### src/rtl/mul16_seq_pkg.sv
// rtl/mul16_seq_pkg.sv - shared state encoding and step count for sequential ALU blocks
package mul16_seq_pkg;

  localparam int WIDTH     = 16;
  localparam int MUL_STEPS = WIDTH;

  typedef enum logic [1:0] {
    S_IDLE = 2'b00,
    S_RUN  = 2'b01,
    S_DONE = 2'b10
  } state_t;

endpackage

### src/rtl/mul16_seq_add16.sv
// rtl/mul16_seq_add16.sv - 16-bit ripple-carry adder, the multiplier's single adder
module add16 (
  input  logic [15:0] x,
  input  logic [15:0] y,
  input  logic        cin,
  output logic [15:0] z,
  output logic        cout
);

  logic [16:0] c;

  assign c[0] = cin;

  for (genvar i = 0; i < 16; i++) begin : g_fa
    assign z[i]   = x[i] ^ y[i] ^ c[i];
    assign c[i+1] = (x[i] & y[i]) | (c[i] & (x[i] ^ y[i]));
  end

  assign cout = c[16];

endmodule

### src/rtl/mul16_seq.sv
// rtl/mul16_seq.sv - sequential unsigned 16x16->32 shift-and-add multiplier
module mul16_seq
  import mul16_seq_pkg::*;
(
  input  logic        clk,
  input  logic        rst,
  input  logic        start,
  input  logic [15:0] a,
  input  logic [15:0] b,
  output logic        ready,
  output logic        busy,
  output logic        done,
  output logic [31:0] product
);

  state_t      state;
  logic [15:0] mcand;
  logic [31:0] acc;
  logic [3:0]  count;

  logic [15:0] addend;
  logic [15:0] sum;
  logic        carry;
  logic [31:0] acc_next;

  assign addend = acc[0] ? mcand : 16'h0000;

  add16 u_add16 (
    .x    (acc[31:16]),
    .y    (addend),
    .cin  (1'b0),
    .z    (sum),
    .cout (carry)
  );

  // The carry lands in bit 31 after the shift, so no product bit is ever lost.
  assign acc_next = {carry, sum, acc[15:1]};

  always_ff @(posedge clk or posedge rst) begin
    if (rst) begin
      state   <= S_IDLE;
      mcand   <= 16'h0000;
      acc     <= 32'h0;
      count   <= 4'h0;
      product <= 32'h0;
      ready   <= 1'b1;
      busy    <= 1'b0;
      done    <= 1'b0;
    end else begin
      case (state)
        S_IDLE: begin
          if (start) begin
            mcand <= a;
            acc   <= {16'h0000, b};
            count <= 4'h0;
            state <= S_RUN;
            ready <= 1'b0;
            busy  <= 1'b1;
          end
        end
        S_RUN: begin
          acc   <= acc_next;
          count <= count + 4'h1;
          if (count == 4'(MUL_STEPS - 1)) begin
            product <= acc_next;
            state   <= S_DONE;
            busy    <= 1'b0;
            done    <= 1'b1;
          end
        end
        S_DONE: begin
          state <= S_IDLE;
          done  <= 1'b0;
          ready <= 1'b1;
        end
        default: begin
          state <= S_IDLE;
          ready <= 1'b1;
          busy  <= 1'b0;
          done  <= 1'b0;
        end
      endcase
    end
  end

endmodule

### config.mk
export PLATFORM = sky130hd
export DESIGN_NAME = mul16_seq
export DESIGN_NICKNAME = d
export VERILOG_FILES = /design/src/rtl/mul16_seq_pkg.sv /design/src/rtl/mul16_seq_add16.sv /design/src/rtl/mul16_seq.sv
export SDC_FILE = /design/constraint.sdc
export NUM_CORES = 1
export LEC_CHECK = 0
export CELL_PAD_IN_SITES_DETAIL_PLACEMENT = 0
export CELL_PAD_IN_SITES_GLOBAL_PLACEMENT = 1
export CORE_AREA = 2 2 106 108
export CTS_CLUSTER_DIAMETER = 50
export DETAILED_ROUTE_END_ITERATION = 8
export DIE_AREA = 0 0 108 110
export PLACE_DENSITY = 0.79
export SLEW_MARGIN = 5
export SYNTH_ARGS = -nofsm -noshare
export SYNTH_HDL_FRONTEND = slang
export SYNTH_SLANG_ARGS = --single-unit
### constraint.sdc
create_clock -name clk -period 17.9 [get_ports clk]
set_input_delay 1.79 -clock clk [delete_from_list [all_inputs] [get_ports clk]]
set_output_delay 1.79 -clock clk [all_outputs]
set_load 0.1 [all_outputs]
==> flow_metrics.tcl, run 1 <==
set metrics [dict create \
    setup_viol 0 \
    max_slew_margin 0.331 \
    hold_class "flop to flop" \
    crit_arrival_ns 7.08 \
    synth_top_cell_area_share 0.528 \
    min-delay-start "ready" \
    synth_area_leaders "dfrtp_1 (53%), mux2_4 (9.4%), fa_1 (7.2%), o21ai_0 (5.6%), nand2_1 (3.8%)" \
    critical-path-top-delay-family "adder cells" \
    tns_ns 0 \
    cts_tree "built" \
    maxCapViolCount 0 \
    m1WireLength_um 3870 \
    synth_fp_nets 402 \
    nNetsFinal 461 \
    grt_usage 0.152 \
    ant_nets 0 \
    period_minus_slack_ns 6.87 \
    grt_max_degree 57 \
    grt.overflow.total 0 \
    die_w_um 108 \
    gp_congestion 0.756 \
    worst_path_largest_cell_delay_ns 0.72 \
    dp_hpwl_um 5590 \
    endpoint_kind "flop" \
    clk_path_buf_depth 2 \
    cts_setup_buffers 0 \
    pin_count 70 \
    reg2reg_to "acc[30]" \
    cts_buffers 9 \
    yosysUniqueCellTypes 31 \
    cts-root-buf "clkbuf_8" \
    highest_layer "met4" \
    post-route-util 0.476 \
    cts_htree_levels 3 \
    status "complete, no violations" \
    crit_chain "and2_1 -> ha_1 -> inv_1 -> fa_1 -> fa_1 -> fa_1 -> fa_1 -> fa_1 -> inv_1 -> fa_1 -> inv_1 -> fa_1 -> inv_1 -> fa_1 -> fa_1 -> inv_1 -> fa_1 -> fa_1 -> fa_1 -> fa_1 -> fa_1 -> fa_1 -> o22ai_1" \
    start_util 0.390 \
    drt_iter0_drc 136 \
    synthCells 350 \
    final_max_slew_viol_count 0 \
    rrSetupSlack_ns 11.03 \
    die-area_um2 11900 \
    async_reset_ff_frac 1.00 \
    core_area_um2 10700 \
    drt_pass1_iterations 4 \
    grt_pass1_wl_um 14100 \
    hold_violations 0 \
    synth.avg_cell_area_um2 11.9 \
    rows 38 \
    synthFlopType "dfrtp_1" \
    clkTransAtPathRegs_ns 0.09 \
    startpoint_type "flop" \
    area_growth_pct 22.2 \
    clock_skew_ns 0.0104 \
    ys_ff_latch 89 \
    cp_common_cell "fa_1" \
    critPathMaxFanout 18 \
    cts_resized 0 \
    via_per_inst 5.00 \
    ys_seq_area_frac 0.535 \
    cts.sinks 89 \
    yosysWarnings 0 \
    rsz0062_at_grt "no" \
    worst_slew_pin_slew_ns 1.00 \
    drc 0 \
    synth_edf_count 0 \
    yosys.area.top_type "dfrtp_1" \
    r2r_cells 23 \
    fmax_mhz 146 \
    crit_buf_inv 5 \
    grt_pass1_vias 2790 \
    cp_slowest_cell "dfrtp_1" \
    totalWireLength_um 8450 \
    num_vias 2768 \
    required_ns 18.11 \
    wl_per_cell_um 15.2 \
    clk-insertion-delay-late_ns 0.36 \
    crit_path_start "acc[0]" \
    final.period_utilization 0.384 \
    grt_antenna_before_repair 0 \
    hold_buffers 0 \
    io_buffers 69 \
    fillCellCount 985 \
    cp.depth 23 \
    met3_length_um 344 \
    worstSetupPathType "flop to flop" \
    die_height_um 110 \
    diodes 0 \
    cp-endpoint "acc[30]" \
    layout-drive-gt1-share 0.143 \
    wl_met2_um 4100 \
    synth.most_common_cell "dfrtp_1" \
    synth_area_um2 4170 \
    synth_common_cells "dfrtp_1 (88), o21ai_0 (47), nand2_1 (42)" \
    r2r-start "acc[0]" \
]
==> flip-flops by register name, indices dropped and copies added (netlist names) <==
register  cells
state         2
product      32
count         4
done          1
acc          32
mcand        16
busy          1
ready         1
==> final cells by class <==
cell class                 count  area, um2  share of cell area
sequential                    89       2230               0.437
multi-input combinational    217       1710               0.336
timing repair buffer          72        713               0.140
tap                          140        175              0.0344
clock buffer                  11        151              0.0297
inverter                      20       76.3              0.0150
clock inverter                 5       38.8             0.00761
==> per-stage QoR <==
step / hold WS, ns / std cells / instance area (um2) / worst slack [ns]
final: 0.505 / 554 / 5100 / 11.03
after global routing: 0.533 / 554 / 5100 / 10.72
after CTS: 0.504 / 554 / 5100 / 10.98
after detailed placement: 0.488 / 538 / 4910 / 11.00
after global placement: 0.484 / 538 / 4910 / 11.19
after floorplan: 0.472 / 350 / 4170 / 11.61
==> cells in the final DEF, fill, tap and decap left out, drive strengths merged <==
master / instances
inv: 20
nand3: 3
clkinv: 4
nand2b: 1
a21o: 1
ha: 2
and2: 4
nand3b: 1
buf: 3
o31ai: 2
clkinvlp: 1
dfstp: 1
o22ai: 13
nor2: 4
a22oi: 7
dfrtp: 88
a21oi: 16
o311ai: 1
clkdlybuf4s50: 69
and2b: 7
a22o: 1
nor2b: 3
or2: 1
fa: 15
mux2: 36
o21ai: 47
nand2: 42
and3b: 9
o21bai: 1
clkbuf: 11
==> cell families (layout without fill, tap and decap cells) <==
kind of cell             after synthesis  after routing  synth area share
AND/OR/NAND/NOR                       75             75            0.0930
adder cells (fa/ha/maj)               17             17            0.0780
multiplexers                          36             36             0.121
buffers and inverters                 44            108            0.0546
flip-flops                            89             89             0.535
AO/OA/AOI/OAI                         89             89             0.119
==> per-layer routing <==
metal | vias to the layer above | global-route usage
met1 | 1380 | 0.203
li1 | 1312 | -
met4 | 0 | 0.0650
met5 | - | 0
met3 | 12 | 0.0265
met2 | 64 | 0.247
==> tightest hold or removal path, cell delays in order (launching register included) <==
cell,delay (ns)
dfstp_2,0.38
nor2_1,0.08
nor2_1,0.04
==> worst min path at each step <==
stage	cells after the start	to	slack [ns]
2_1_floorplan	2	acc[10]	0.47
3_5_place_dp	2	ready	0.49
5_1_grt	2	ready	0.53
3_3_place_gp	2	ready	0.48
6_report	2	ready	0.51
4_1_cts	2	ready	0.50
Power of run 1 is left out: the tool's default activity adds up to more than one toggle a clock period on the data nets, which glitch-free logic cannot reach.
==> run 2: changes to the inputs <==
- CORE_AREA: 2 2 106 108 -> 2 2 108 110
- DIE_AREA: 0 0 108 110 -> 0 0 110 112
- PLACE_DENSITY: 0.79 -> 0.8
- clock period: 17.9 -> 5.7 ns (I/O delays scaled with it)
==> run 2 against run 1 <==
Net effect:
- the run now ends with setup timing left
- worst hold slack got worse by 0.012 ns
- sequential cell count did not move
- worst setup slack got worse by 11 ns
- non-clock buffer count rose by 4
- cell count rose by 1.1%
- clock-buffer cell count rose by 1
- critical endpoint unchanged
==> flow_metrics.tcl, run 2 (synthesis gave the netlist of run 1 again) <==
set metrics [dict create \
    required_ns 5.88 \
    fmax_mhz 167 \
    gp_congestion 0.791 \
    cp_common_cell "fa_2" \
    critPathMaxFanout 2 \
    max_slew_margin 0.276 \
    mostFrequentLayoutCell "dfrtp_1" \
    via_per_inst 4.94 \
    seq_area_um2 2230 \
    setup_ws_ns -0.293 \
    layout-drive-gt1-share 0.197 \
    hold_violations 0 \
    core_area_um2 11200 \
    drc 0 \
    maxCapViolCount 0 \
    worst_slew_pin_slew_ns 1.08 \
    setup_viol 4 \
    num_vias 2765 \
    worst_path_largest_cell_delay_ns 0.50 \
    cts_buffers 9 \
    fillCellCount 1014 \
    cp_slowest_cell "fa_1" \
    endpoint_kind "flop" \
    period_minus_slack_ns 5.99 \
    crit_chain "and2_4 -> ha_4 -> inv_2 -> fa_2 -> fa_2 -> fa_2 -> fa_2 -> fa_2 -> inv_2 -> fa_2 -> inv_2 -> fa_2 -> inv_2 -> fa_2 -> fa_2 -> inv_2 -> fa_2 -> fa_2 -> fa_2 -> fa_2 -> fa_2 -> fa_1 -> o22ai_1" \
    crit_arrival_ns 6.17 \
    pin_count 70 \
    post-route-util 0.470 \
    clock_skew_ns 0.00677 \
    status "complete, but fails checks" \
    diodes 0 \
    clk-insertion-delay-late_ns 0.33 \
    violations "setup timing" \
    multi_input_area_um2 1770 \
    startpoint_type "flop" \
    grt_max_degree 55 \
    critical-path-top-delay-family "adder cells" \
    dp_hpwl_um 5850 \
    drt_pass1_iterations 4 \
    preCtsSetupSlack_ns -0.390 \
    ant_nets 0 \
    clkTransAtPathRegs_ns 0.06 \
    final.period_utilization 1.05 \
    rows 39 \
    die_height_um 112 \
    start_util 0.373 \
    worstSetupPathType "flop to flop" \
    io_buffers 69 \
    cts_tree "built" \
    final_cell_mix "dfrtp_1 (88), clkdlybuf4s50_1 (69), o21ai_0 (44), nand2_1 (42), mux2_4 (26)" \
    die_w_um 110 \
    grt.overflow.total 0 \
    grt_usage 0.154 \
    cts_htree_levels 3 \
    crit_buf_inv 5 \
    cts.sinks 89 \
    grt_pass1_vias 2870 \
    cts_setup_buffers 0 \
    top_regs "acc: 32 flops, product: 32 flops, mcand: 16 flops" \
    clk_path_buf_depth 2 \
    tns_ns -0.894 \
    grt_antenna_before_repair 0 \
    rsz0062_at_grt "yes" \
    hold_class "flop to flop" \
    die-area_um2 12300 \
    final_max_slew_viol_count 0 \
    area_growth_pct 26.1 \
    cts-root-buf "clkbuf_16" \
    wl_per_cell_um 15.8 \
    totalWireLength_um 8860 \
    drt_iter0_drc 129 \
    nNetsFinal 465 \
    grt_pass1_wl_um 14800 \
]
run 2: cell types whose count changed in the layout (fill, tap and decap cells not counted), moves of 2 or more:
| cell | change |
|---|---|
| fa_1 | -14 |
| clkbuf_8 | -10 |
| buf_4 | +4 |
| o21ai_1 | +2 |
| inv_2 | +5 |
| clkinv_4 | -2 |
| clkbuf_16 | +9 |
| inv_1 | -5 |
| clkbuf_1 | +2 |
| fa_2 | +14 |
| o21ai_0 | -3 |
run 2: worst paths after layout:
check	end	cells after the start	slack [ns]	from
worst min-delay path	ready	2	0.49	ready
min in group asynchronous	mcand[13]	2	0.61	rst
worst max register to register	acc[30]	23	-0.29	acc[0]
worst max-delay path	acc[30]	23	-0.29	acc[0]
worst min register to register	ready	2	0.49	ready
max in group asynchronous	product[23]	3	3.97	rst
run 2: cell type report:
cell class,count,area share
Sequential cell,89,0.424
Multi-Input combinational cell,217,0.336
Timing Repair Buffer,76,0.141
Clock buffer,12,0.0469
Tap cell,143,0.0340
Inverter,20,0.0145
Clock inverter,3,0.00333
run 2: per-layer routing:
metal | vias up | global-route usage | wire length [um]
met4 | 0 | 0.0371 | 40
met5 | - | 0 | 0
met1 | 1378 | 0.223 | 4120
li1 | 1310 | - | -
met2 | 72 | 0.235 | 4330
met3 | 5 | 0.0363 | 359
run 2: repair_timing:
item	CTS	global route
pin swaps	3	2
hold endpoints to repair	0	0
hold buffers	0	0
resized for setup	7	6
setup endpoints to repair	6	6
run 2: tightest hold or removal path: cells and delay by family (launching register included):
family | cells | cell delay (ns)
and+or+nand+nor | 2 | 0.12
DFF | 1 | 0.37
run 2: metrics by stage:
step | cells | instance area (um2) | hold WS, ns
2_1_floorplan | 350 | 4210 | 0.472
3_3_place_gp | 545 | 4970 | 0.483
3_5_place_dp | 545 | 4970 | 0.491
4_1_cts | 560 | 5250 | 0.502
5_1_grt | 560 | 5260 | 0.508
6_report | 560 | 5260 | 0.493
Power of run 2 is left out for the same reason.
